## config.mk

```make
export PLATFORM = sky130hd
export DESIGN_NAME = dbus_arbiter
export DESIGN_NICKNAME = d
export VERILOG_FILES = /design/src/rtl/dbus_arbiter.sv
export SDC_FILE = /design/constraint.sdc
export NUM_CORES = 1
export LEC_CHECK = 0
export BUFFER_PORTS_ARGS = -buffer_cell sky130_fd_sc_hd__buf_2
export CORE_AREA = 2 2 120 122
export DETAILED_ROUTE_END_ITERATION = 6
export DIE_AREA = 0 0 122 124
export HOLD_SLACK_MARGIN = 0.03
export PLACE_DENSITY = 0.87
export SKIP_LAST_GASP = 1
export SLEW_MARGIN = 10
export SYNTH_ARGS = -nofsm -noshare
export SYNTH_HDL_FRONTEND = slang
export SYNTH_SLANG_ARGS = --single-unit
```

## constraint.sdc

```tcl
create_clock -name Clk -period 3.1 [get_ports Clk]
set_input_delay 0.93 -clock Clk [delete_from_list [all_inputs] [get_ports Clk]]
set_output_delay 0.93 -clock Clk [all_outputs]
set_load 0.02 [all_outputs]
```

## src/rtl/dbus_arbiter.sv

```systemverilog
// dbus_arbiter: sequences the shared external data bus between the CPU and the DMA requester,
// with round-robin grant and memory/I/O strobes that have programmable wait states.
module dbus_arbiter #(
    parameter int WAIT_STATES = 1,
    parameter int AW          = 32,
    parameter int DW          = 32
) (
    input  logic          Clk,
    input  logic          Reset,
    input  logic          c_req,
    input  logic          c_wr,
    input  logic          c_io,
    input  logic [AW-1:0] c_addr,
    input  logic [DW-1:0] c_wdata,
    output logic [DW-1:0] c_rdata,
    output logic          c_done,
    input  logic          k_req,
    input  logic          k_wr,
    input  logic          k_io,
    input  logic [AW-1:0] k_addr,
    input  logic [DW-1:0] k_wdata,
    output logic [DW-1:0] k_rdata,
    output logic          k_done,
    output logic [AW-1:0] Mem_addr,
    output logic [DW-1:0] bus_wdata,
    output logic          bus_oe,
    input  logic [DW-1:0] bus_rdata,
    output logic          dcs_,
    output logic          drd_,
    output logic          dwr_,
    output logic          IOcs_,
    output logic          IOrd_,
    output logic          IOwr_,
    output logic          gnt,
    output logic          busy
);
    typedef enum logic [1:0] {IDLE, SETUP, STROBE, RECOVER} state_t;

    state_t        r_state, w_next;
    logic [3:0]    r_cnt;
    logic          r_sel, r_last, r_wr, r_io;
    logic [AW-1:0] r_addr;
    logic [DW-1:0] r_wdata;
    logic          w_any, w_pick, w_act, w_stb, w_rec;

    // on contention the requester not served last wins; r_last resets to DMA so CPU goes first
    assign w_any     = c_req | k_req;
    assign w_pick    = (c_req & k_req) ? ~r_last : k_req;
    assign Mem_addr  = r_addr;
    assign bus_wdata = r_wdata;
    assign gnt       = r_sel;

    always_ff @(posedge Clk or negedge Reset) begin
        if (!Reset) begin
            r_state <= IDLE;
            r_cnt   <= '0;
            r_sel   <= 1'b0;
            r_last  <= 1'b1;
            r_wr    <= 1'b0;
            r_io    <= 1'b0;
            r_addr  <= '0;
            r_wdata <= '0;
        end else begin
            r_state <= w_next;
            if (r_state == IDLE && w_any) begin
                r_sel   <= w_pick;
                r_wr    <= w_pick ? k_wr : c_wr;
                r_io    <= w_pick ? k_io : c_io;
                r_addr  <= w_pick ? k_addr : c_addr;
                r_wdata <= w_pick ? k_wdata : c_wdata;
            end
            if (r_state == SETUP)
                r_cnt <= 4'(WAIT_STATES);
            else if (r_state == STROBE)
                r_cnt <= r_cnt - 4'd1;
            if (r_state == RECOVER)
                r_last <= r_sel;
        end
    end

    always_comb begin
        w_next = r_state;
        case (r_state)
            IDLE:    w_next = w_any ? SETUP : IDLE;
            SETUP:   w_next = STROBE;
            STROBE:  w_next = (r_cnt == 4'd0) ? RECOVER : STROBE;
            RECOVER: w_next = IDLE;
            default: w_next = IDLE;
        endcase
    end

    always_comb begin
        w_act = (r_state == SETUP) || (r_state == STROBE);
        w_stb = (r_state == STROBE);
        w_rec = (r_state == RECOVER);
    end

    // bus pins follow the state register by one cycle so every output comes straight from a flop
    always_ff @(posedge Clk or negedge Reset) begin
        if (!Reset) begin
            dcs_    <= 1'b1;
            drd_    <= 1'b1;
            dwr_    <= 1'b1;
            IOcs_   <= 1'b1;
            IOrd_   <= 1'b1;
            IOwr_   <= 1'b1;
            bus_oe  <= 1'b0;
            busy    <= 1'b0;
            c_done  <= 1'b0;
            k_done  <= 1'b0;
            c_rdata <= '0;
            k_rdata <= '0;
        end else begin
            dcs_   <= ~(w_act & ~r_io);
            drd_   <= ~(w_stb & ~r_io & ~r_wr);
            dwr_   <= ~(w_stb & ~r_io & r_wr);
            IOcs_  <= ~(w_act & r_io);
            IOrd_  <= ~(w_stb & r_io & ~r_wr);
            IOwr_  <= ~(w_stb & r_io & r_wr);
            bus_oe <= w_act & r_wr;
            busy   <= r_state != IDLE;
            c_done <= w_rec & ~r_sel;
            k_done <= w_rec & r_sel;
            if (w_rec & ~r_wr & ~r_sel)
                c_rdata <= bus_rdata;
            if (w_rec & ~r_wr & r_sel)
                k_rdata <= bus_rdata;
        end
    end
endmodule

```

==> impl_metrics.env, run 1 <==
export IMPL_die_y_um=124
export IMPL_yosysSeqAreaShare_pct=58.06
export IMPL_synth_simple_area_share_pct=9.804
export IMPL_finalWorstPathRequiredPeriod_ns=2.155
export IMPL_post_cts_buffers=0
export IMPL_final_util_pct=62.72
export IMPL_muxShareOfSynthArea_pct=14.97
export IMPL_placed_area_mm2=0.008058
export IMPL_relSlewSlack_pct=50.04
export IMPL_ys_seq_elements=148
export IMPL_rows=43
export IMPL_wl_per_cell_um=16.90
export IMPL_routed_wirelength_um=17790
export IMPL_path_clk_slew_ns=0.06
export IMPL_synth_common_cells="dfrtp_1, a21oi_1, nor2_1, nand2_1, mux2_4"
export IMPL_grt_overflow=0
export IMPL_fp_dieW_um=122
export IMPL_async_flop_share_pct=100.0
export IMPL_dr_pass1_iters=5
export IMPL_syn_inst=559
export IMPL_crit_buf_inv=1
export IMPL_synth_adder_area_share_pct=1.174
export IMPL_ys_warn_count=0
export IMPL_setup_violations=0
export IMPL_hold_viol_final=0
export IMPL_skew_ns=0.009268
export IMPL_cts_root_buffer="clkbuf_16"
export IMPL_post_route_drc_count=0
export IMPL_synth_fp_nets=733
export IMPL_synth_top_family_by_area="multiplexers"
export IMPL_drive_gt1_share_pct=48.97
export IMPL_startpoint="r_state[0]$_DFF_PN0_"
export IMPL_hpwl_um=12890
export IMPL_crit_slowest_cell="nor2b_4"
export IMPL_drv_slew=0
export IMPL_synthFlopType="dfrtp_1"
export IMPL_cp_slowest_stage_delay_ns=0.57
export IMPL_cp_end_kind="flop"
export IMPL_cts_buffer_depth=2
export IMPL_rsz0062_at_grt="no"
export IMPL_area_growth_pct=34.58
export IMPL_rrSetupSlack_ns=0.95
export IMPL_hold_end="k_rdata[0]$_DFFE_PN0P_"
export IMPL_cp_start_kind="flop"
export IMPL_syn_avg_cell_area_um2=11.44
export IMPL_synth_most_common_cell="dfrtp_1"
export IMPL_max_cap_violations=0
export IMPL_netlist_area_leader_share_pct=55.19
export IMPL_drt_met1_wl_um=7037
export IMPL_fmax_ghz=0.4641
export IMPL_synthTopCellsByArea="dfrtp_1, mux2_4, a21oi_1"
export IMPL_cts_resized=0
export IMPL_final_area_mm2=0.008605
export IMPL_vias=5299
export IMPL_synth_xor_area_share_pct=0
export IMPL_hold_path_startpoint="k_rdata[0]$_DFFE_PN0P_"
export IMPL_crit_arrival_ns=2.44
export IMPL_cellPowerDensity_mw_per_mm2=1151
export IMPL_hold_buffers=0
export IMPL_gp_congestion=0.8067
export IMPL_ff2ff_path_depth=5
export IMPL_hold_path_class="reg -> reg"
export IMPL_clock_latency_ns=0.41
export IMPL_cp_num_cells=5
export IMPL_r2r_end="c_rdata[24]$_DFFE_PN0P_"
export IMPL_drt_iter0_markers=269
export IMPL_cts_tree="built"
export IMPL_grt_max_degree=80
export IMPL_routed_top_layer="met5"
export IMPL_leakagePower_nw=4.416
export IMPL_synth_cell_type_count=33
export IMPL_worstHoldPathCells=1
export IMPL_cts_buffers=17
export IMPL_timing_final_crit_share_pct=69.51
export IMPL_wl_met3_um=1617
export IMPL_routed_via_density=5.032
export IMPL_ant_nets=0
export IMPL_path_max_fanout=16
export IMPL_clkSinkCount=148
export IMPL_synth_compound_area_share_pct=11.62
export IMPL_required_ns=3.39
export IMPL_grt_pass1_vias=5388
export IMPL_synth_edf_count=0
export IMPL_io_buffers=306
export IMPL_r2r_start="r_state[0]$_DFF_PN0_"
export IMPL_crit_family="simple AND/OR/NAND/NOR gates"
export IMPL_track_usage_pct=23.35
export IMPL_die_area_mm2=0.01513
export IMPL_antenna_found_initial=2
export IMPL_syn_area_mm2=0.006394
export IMPL_wl_met2_um=8903
export IMPL_htreeDepth=4
export IMPL_path_class="reg -> reg"
export IMPL_vdd_drop_max_mv=0.5286
export IMPL_core_mm2=0.01372
export IMPL_grt_pass1_wl_um=27120
export IMPL_setup_tns_final_ns=0
export IMPL_yosysTopAreaCell="dfrtp_1"
export IMPL_ios=307
export IMPL_start_util_pct=46.60
export IMPL_final_net_count=1034
export IMPL_crit_chain="ha_1 -> nor2b_2 -> nor2b_4 -> buf_4 -> mux2_4"
export IMPL_status="finished clean"
export IMPL_tightest_slew_ns=0.7494
## registers in the layout (all words and copies together), names as in the netlist, 2 cells and up
name,count
r_cnt,4
Mem_addr,32
bus_wdata,32
r_state,2
k_rdata,32
c_rdata,32
## report_power, final
| part | internal [mW] | leakage [nW] | switching, mW |
|---|---|---|---|
| logic | 1.84 | 2.44 | 2.71 |
| registers | 2.92 | 1.71 | 0.550 |
| clock network | 1.08 | 0.264 | 0.791 |
## per-layer routing
| metal | GRT usage [%] | up-vias |
|---|---|---|
| li1 | - | 2484 |
| met1 | 28.15 | 2521 |
| met2 | 40.26 | 265 |
| met3 | 7.692 | 27 |
| met4 | 6.394 | 2 |
| met5 | 0 | - |
## layout by cell type (no fill, tap or decap), drive strengths merged, types with 2 or more instances in the layout
master / synthesis / routed
clkinv: 0 / 6
buf: 28 / 319
nand2: 69 / 69
and2: 2 / 2
ha: 6 / 6
o22ai: 2 / 2
nor2b: 2 / 2
a21oi: 132 / 132
clkinvlp: 0 / 3
clkbuf: 9 / 20
nand2b: 3 / 3
inv: 6 / 8
o21a: 2 / 2
o21ai: 5 / 5
dfrtp: 141 / 141
dfstp: 7 / 7
mux2: 65 / 65
nor2: 70 / 70
nand3b: 3 / 3
## cell families after synthesis
group           after synthesis
buf+inv                      43
flops                       148
compound gates              144
simple gates                153
mux                          65
fa+ha+maj                     6
## area by class of cell
type / instances / area (um2)
diodes: 1 / 2.502
clock buffers: 20 / 466.7
clock inverters: 11 / 77.57
fillers: 1086 / 5115
inverters: 6 / 22.52
multi-input cells: 368 / 2425
flip-flops and latches: 148 / 3712
well taps: 180 / 225.2
repair buffers: 319 / 1673
## how the worst max path moves through the flow
stage / endpoint / slack, ns
CTS: c_rdata[24]$_DFFE_PN0P_ / 0.94
finish: c_rdata[24]$_DFFE_PN0P_ / 0.95
detailed placement: Mem_addr[11]$_DFFE_PN0P_ / 0.81
global placement: bus_wdata[16]$_DFFE_PN0P_ / 0.88
global route: c_rdata[24]$_DFFE_PN0P_ / 0.88
floorplan: Mem_addr[10]$_DFFE_PN0P_ / 1.36
## through the flow
stage | power, mW | hold slack [ns] | setup WS, ns | cells
after floorplan | 6.480 | 0.4540 | 1.362 | 559
after global placement | 7.890 | 0.4680 | 0.8823 | 1021
after detailed placement | 8.059 | 0.4856 | 0.8130 | 1021
after CTS | 9.983 | 0.5030 | 0.9387 | 1052
after global routing | 10.56 | 0.5099 | 0.8812 | 1052
final | 9.903 | 0.5027 | 0.9452 | 1053
## worst reg2reg max path: cells and delay by family, from the launching register on
family                     cells  cell delay [ns]
and+or+nand+nor                2             0.74
DFF                            1             0.38
buffers and inverters          1             0.37
muxes                          1             0.33
adders and majority gates      1             0.22
Note: power is estimated with default switching activity, not from simulation.
==> inputs of run 2 (changes only) <==
--- a/config.mk
+++ b/config.mk
@@ -5,12 +5,13 @@
 export SDC_FILE = /design/constraint.sdc
 export NUM_CORES = 1
 export LEC_CHECK = 0
+export ABC_AREA = 1
 export BUFFER_PORTS_ARGS = -buffer_cell sky130_fd_sc_hd__buf_2
-export CORE_AREA = 2 2 120 122
+export CORE_MARGIN = 2
+export CORE_UTILIZATION = 43
 export DETAILED_ROUTE_END_ITERATION = 6
-export DIE_AREA = 0 0 122 124
 export HOLD_SLACK_MARGIN = 0.03
-export PLACE_DENSITY = 0.87
+export PLACE_DENSITY = 0.84
 export SKIP_LAST_GASP = 1
 export SLEW_MARGIN = 10
 export SYNTH_ARGS = -nofsm -noshare
==> constraint.sdc (replaced) <==
create_clock -name Clk -period 1.78 [get_ports Clk]
set_input_delay 0.534 -clock Clk [delete_from_list [all_inputs] [get_ports Clk]]
set_output_delay 0.534 -clock Clk [all_outputs]
set_load 0.02 [all_outputs]
==> impl_metrics.env, run 2 <==
export IMPL_status="finished clean"
export IMPL_cp_slowest_stage_delay_ns=0.52
export IMPL_cp_start_kind="flop"
export IMPL_ff2ff_path_depth=7
export IMPL_layout_commonest_cell="buf_2"
export IMPL_tightest_slew_ns=0.3429
export IMPL_path_max_fanout=1
export IMPL_ant_nets=0
export IMPL_synth_most_common_cell="nand2_1"
export IMPL_synth_cell_type_count=18
export IMPL_synthFlopType="dfrtp_1"
export IMPL_die_y_um=130.2
export IMPL_ys_warn_count=0
export IMPL_area_growth_pct=36.50
export IMPL_crit_slowest_cell="dfstp_2"
export IMPL_antenna_found_initial=1
export IMPL_leakagePower_nw=5.659
export IMPL_start_util_pct=43.55
export IMPL_hpwl_um=13460
export IMPL_required_ns=1.25
export IMPL_gp_congestion=0.7706
export IMPL_grt_pass1_vias=5983
export IMPL_yosysSeqAreaShare_pct=54.25
export IMPL_ys_seq_elements=148
export IMPL_core_mm2=0.01571
export IMPL_drt_iter0_markers=317
export IMPL_hold_path_class="in -> reg"
export IMPL_final_cell_mix="buf_2, nand2_1, inv_1"
export IMPL_routed_wirelength_um=18540
export IMPL_cellPowerDensity_mw_per_mm2=1854
export IMPL_clock_latency_ns=0.42
export IMPL_cts_tree="built"
export IMPL_relSlewSlack_pct=77.14
export IMPL_drv_slew=0
export IMPL_syn_avg_cell_area_um2=7.829
export IMPL_final_net_count=1346
export IMPL_vdd_drop_max_mv=0.8017
export IMPL_syn_inst=874
export IMPL_cp_num_cells=1
export IMPL_fmax_ghz=0.6154
export IMPL_cts_root_buffer="clkbuf_16"
export IMPL_setup_violations=0
export IMPL_post_route_drc_count=0
export IMPL_worstHoldPathCells=3
export IMPL_crit_family="flip-flops"
export IMPL_track_usage_pct=21.72
export IMPL_cp_end_kind="primary output"
export IMPL_clkSinkCount=148
export IMPL_final_area_mm2=0.009340
export IMPL_vias=6545
export IMPL_finalWorstPathRequiredPeriod_ns=1.625
export IMPL_cts_buffer_depth=2
export IMPL_grt_pass1_wl_um=28590
export IMPL_setup_tns_final_ns=0
export IMPL_path_clk_slew_ns=0.06
export IMPL_syn_area_mm2=0.006843
export IMPL_grt_max_degree=65
export IMPL_io_buffers=306
export IMPL_synth_common_cells="nand2_1, inv_1, dfrtp_1, nand3_1, o21ai_0"
export IMPL_yosysTopAreaCell="dfrtp_1"
export IMPL_rsz0062_at_grt="no"
export IMPL_crit_buf_inv=1
export IMPL_cts_resized=0
export IMPL_routed_via_density=4.668
export IMPL_rows=46
export IMPL_synth_fp_nets=1048
export IMPL_fillers=1409
export IMPL_synth_edf_count=0
export IMPL_max_cap_violations=0
export IMPL_crit_chain="buf_2"
export IMPL_async_flop_share_pct=100.0
export IMPL_cts_buffers=17
export IMPL_dr_pass1_iters=5
export IMPL_htreeDepth=4
export IMPL_path_class="reg -> out"
export IMPL_netlist_area_leader_share_pct=51.56
export IMPL_wl_per_cell_um=13.22
export IMPL_rrSetupSlack_ns=0.28
export IMPL_die_area_mm2=0.01694
export IMPL_synthTopCellsByArea="dfrtp_1, nand2_1, nand3_1"
export IMPL_crit_arrival_ns=1.09
export IMPL_ios=307
export IMPL_hold_viol_final=0
export IMPL_drive_gt1_share_pct=31.31
export IMPL_skew_ns=0.009130
export IMPL_grt_overflow=0
export IMPL_placed_area_mm2=0.008702
export IMPL_fp_dieW_um=130.2
export IMPL_timing_final_crit_share_pct=91.29
-- run 2: changes by cell type after synthesis, moves of 63 or more --
cell,before,now
nand3_1,1,139
inv_1,6,175
nor2_1,70,7
a21oi_1,132,2
o21ai_0,3,68
nand2_1,69,275
-- run 2: final cells by class --
type	count	area [um2]	share of cell area, %
clock inverter	13	172.7	1.849
clock buffer	19	452.9	4.849
multi-input combinational	503	2237	23.95
inverter	175	656.9	7.033
tap	216	270.3	2.894
timing repair buffer	327	1836	19.65
antenna	1	2.502	0.02679
sequential	148	3712	39.75
-- run 2: logic make-up (layout without fill, tap and decap cells) --
| logic type | Yosys count | count (layout) | synth area share [%] |
|---|---|---|---|
| simple gates | 424 | 424 | 25.91 |
| buf+inv | 223 | 534 | 13.31 |
| flops | 148 | 148 | 54.25 |
| compound gates | 73 | 73 | 5.431 |
| fa+ha+maj | 6 | 6 | 1.097 |
| other cells | 0 | 1 | 0 |
-- run 2: worst register-to-register path: stages, from the launching register on --
cell and delay [ns]:
dfrtp_1 0.40, inv_1 0.11, ha_1 0.24, inv_1 0.12
nor2_4 0.18, buf_12 0.21, nand3_1 0.11, nand2_1 0.07
-- run 2: metal layers --
layer,up-vias,share of wire [%],GRT usage (%),wire (um)
met3,35,9.0,6.191,1660
met1,2934,41,25.87,7605
met5,-,0,0,0
li1,3242,-,-,-
met2,334,48,37.14,8834
met4,0,2.4,8.792,437
-- run 2: metrics by stage --
step                hold slack, ns  cells  util [%]  worst slack [ns]  power [mW]
floorplan                   0.2384    874         -            0.3940       10.71
global placement            0.4516   1368     55.38            0.2644       13.38
detailed placement          0.4514   1368     55.38            0.2753       13.63
CTS                         0.3607   1401     59.43            0.1242       17.48
global route                0.3870   1402     59.44            0.1084       18.55
finish                      0.3789   1402     59.44            0.1550       17.31
-- run 2: timing repair --
action                    in CTS  in global routing
setup buffers                  0                  0
hold buffers                   1                  0
hold endpoints to repair      28                  0
-- run 2: report_power, final --
part	switching (mW)	total (mW)	internal (mW)
clock	1.44	3.75	2.30
combinational	4.95	7.53	2.57
sequential	0.942	6.04	5.10
-- run 2: worst paths after layout --
| check | from | to |
|---|---|---|
| max | drd_$_DFF_PN1_ | drd_ |
| min | bus_rdata[0] | k_rdata[0]$_DFFE_PN0P_ |
| max reg2reg | r_state[0]$_DFF_PN0_ | Mem_addr[23]$_DFFE_PN0P_ |
| min reg2reg | Mem_addr[21]$_DFFE_PN0P_ | Mem_addr[21]$_DFFE_PN0P_ |
| max in group asynchronous | Reset | drd_$_DFF_PN1_ |
| min in group asynchronous | Reset | c_rdata[3]$_DFFE_PN0P_ |
==> inputs of run 3 (changes only) <==
--- a/config.mk
+++ b/config.mk
@@ -8,10 +8,11 @@
 export ABC_AREA = 1
 export BUFFER_PORTS_ARGS = -buffer_cell sky130_fd_sc_hd__buf_2
 export CORE_MARGIN = 2
-export CORE_UTILIZATION = 43
+export CORE_UTILIZATION = 50
 export DETAILED_ROUTE_END_ITERATION = 6
+export GPL_TIMING_DRIVEN = 0
 export HOLD_SLACK_MARGIN = 0.03
-export PLACE_DENSITY = 0.84
+export PLACE_DENSITY = 0.91
 export SKIP_LAST_GASP = 1
 export SLEW_MARGIN = 10
 export SYNTH_ARGS = -nofsm -noshare
==> constraint.sdc (replaced) <==
create_clock -name Clk -period 2.1 [get_ports Clk]
set_input_delay 0.63 -clock Clk [delete_from_list [all_inputs] [get_ports Clk]]
set_output_delay 0.63 -clock Clk [all_outputs]
set_load 0.02 [all_outputs]
==> impl_metrics.env, run 3 (same netlist as run 2, synthesis figures left out) <==
export IMPL_vdd_drop_max_mv=0.6379
export IMPL_cp_start_kind="flop"
export IMPL_cts_buffers=17
export IMPL_timing_final_crit_share_pct=82.33
export IMPL_die_area_mm2=0.01464
export IMPL_cts_resized=0
export IMPL_required_ns=1.47
export IMPL_layout_cells_non_filler=1387
export IMPL_io_buffers=305
export IMPL_layout_commonest_cell="buf_2"
export IMPL_setup_tns_final_ns=0
export IMPL_fp_dieW_um=121.0
export IMPL_htreeDepth=4
export IMPL_ios=307
export IMPL_final_area_mm2=0.009175
export IMPL_routed_via_density=5.012
export IMPL_hold_buffers=0
export IMPL_rsz0062_at_grt="no"
export IMPL_clkSinkCount=148
export IMPL_path_class="reg -> out"
export IMPL_worstSetupEndpoint="IOrd_"
export IMPL_gp_congestion=0.9168
export IMPL_cts_tree="built"
export IMPL_combinationalPowerShare_pct=45.1
export IMPL_start_util_pct=51.47
export IMPL_hold_path_class="in -> async"
export IMPL_grt_max_degree=83
export IMPL_net_switching_power_mw=6.392
export IMPL_post_place_cells=1356
export IMPL_placed_area_mm2=0.008627
export IMPL_skew_ns=0.009755
export IMPL_core_mm2=0.01330
export IMPL_drive_gt1_share_pct=31.49
export IMPL_path_max_fanout=1
export IMPL_ff2ff_path_depth=8
export IMPL_grt_overflow=0
export IMPL_worst_slack_ns=0.3711
export IMPL_rrSetupSlack_ns=0.39
export IMPL_r2r_start="r_state[0]$_DFF_PN0_"
export IMPL_cts_root_buffer="clkbuf_16"
export IMPL_rows=42
export IMPL_status="finished clean"
export IMPL_crit_slowest_cell="dfstp_2"
export IMPL_hold_viol_final=0
export IMPL_swShare_pct=44.29
export IMPL_final_cell_mix="buf_2, nand2_1, inv_1"
export IMPL_grt_pass1_vias=6638
export IMPL_wl_per_cell_um=15.08
export IMPL_post_route_drc_count=0
export IMPL_power_frac_clock_pct=19.3
export IMPL_relSlewSlack_pct=65.49
export IMPL_ant_nets=0
export IMPL_crit_buf_inv=1
export IMPL_grt_pass1_wl_um=32910
export IMPL_dr_pass1_iters=5
export IMPL_max_cap_violations=0
export IMPL_path_clk_slew_ns=0.06
export IMPL_fmax_ghz=0.5784
export IMPL_die_y_um=121.0
export IMPL_vias=6952
export IMPL_r2r_end="Mem_addr[24]$_DFFE_PN0P_"
export IMPL_pre_cts_ws_ns=0.1804
export IMPL_hpwl_um=15280
export IMPL_track_usage_pct=29.11
export IMPL_leakagePower_nw=5.621
export IMPL_startpoint="IOrd_$_DFF_PN1_"
export IMPL_cellPowerDensity_mw_per_mm2=1573
export IMPL_cp_num_cells=1
export IMPL_crit_arrival_ns=1.10
export IMPL_cts_buffer_depth=2
export IMPL_cp_end_kind="primary output"
export IMPL_pwr_share_seq_pct=35.6
export IMPL_finalWorstPathRequiredPeriod_ns=1.729
export IMPL_crit_family="flip-flops"
export IMPL_antenna_found_initial=1
export IMPL_whs_ns=0.1382
export IMPL_tightest_slew_ns=0.5176
export IMPL_routed_wirelength_um=20920
export IMPL_clock_latency_ns=0.43
export IMPL_drv_slew=0
export IMPL_drt_iter0_markers=682
export IMPL_setup_violations=0
export IMPL_cp_slowest_stage_delay_ns=0.52
export IMPL_post_cts_buffers=0
export IMPL_area_growth_pct=34.08
export IMPL_crit_chain="buf_2"
export IMPL_final_net_count=1373
export IMPL_p_int_mw=8.039
-- run 3: metal layers --
metal | part of all wire, % | vias up | global-route usage, %
met1 | 38 | 3244 | 34.79
met3 | 7.6 | 57 | 6.344
met4 | 3.6 | 0 | 13.59
met5 | 0 | - | 0
met2 | 51 | 356 | 50.00
li1 | - | 3295 | -
-- run 3: area by class of cell --
class | instances | area, um2
diodes | 1 | 2.502
plain buffers | 48 | 254.0
clock buffers | 21 | 470.5
clock inverters | 9 | 75.07
fillers | 1054 | 4120
inverters | 175 | 656.9
multi-input cells | 503 | 2220
flip-flops and latches | 148 | 3712
well taps | 176 | 220.2
repair buffers | 306 | 1564
-- run 3: metrics by stage --
step / util (%) / power (mW)
3_5_place_dp: 64.89 / 11.60
5_1_grt: 69.01 / 15.37
3_3_place_gp: 64.61 / 11.33
6_report: 69.01 / 14.43
2_1_floorplan: - / 9.074
4_1_cts: 68.99 / 14.44
-- run 3: worst min path at each step --
| stage | start | endpoint | slack [ns] | cells after the start |
|---|---|---|---|---|
| 2_1_floorplan | Reset | Mem_addr[0]$_DFFE_PN0P_ | 0.33 | 0 |
| 3_3_place_gp | bus_wdata[10]$_DFFE_PN0P_ | bus_wdata[10]$_DFFE_PN0P_ | 0.46 | 2 |
| 3_5_place_dp | Mem_addr[23]$_DFFE_PN0P_ | Mem_addr[23]$_DFFE_PN0P_ | 0.46 | 2 |
| 4_1_cts | Reset | c_rdata[14]$_DFFE_PN0P_ | 0.16 | 1 |
| 5_1_grt | Reset | c_rdata[14]$_DFFE_PN0P_ | 0.18 | 1 |
| 6_report | Reset | c_rdata[14]$_DFFE_PN0P_ | 0.14 | 1 |
-- run 3: power groups by stage --
stage | combinational [mW] | clock, mW | sequential (mW)
floorplan | 2.37 | 0 | 6.70
global placement | 6.27 | 0 | 5.06
detailed placement | 6.50 | 0 | 5.10
CTS | 6.53 | 2.81 | 5.11
global route | 7.15 | 2.95 | 5.27
finish | 6.51 | 2.78 | 5.14
-- run 3: worst reg2reg max path, cell delays in order, from the launching register on --
cell and delay [ns]:
dfrtp_1 0.40, inv_1 0.12, ha_1 0.19, inv_1 0.09, nor2_2 0.14, buf_4 0.22
buf_2 0.29, nand3_1 0.13, nand2_1 0.07
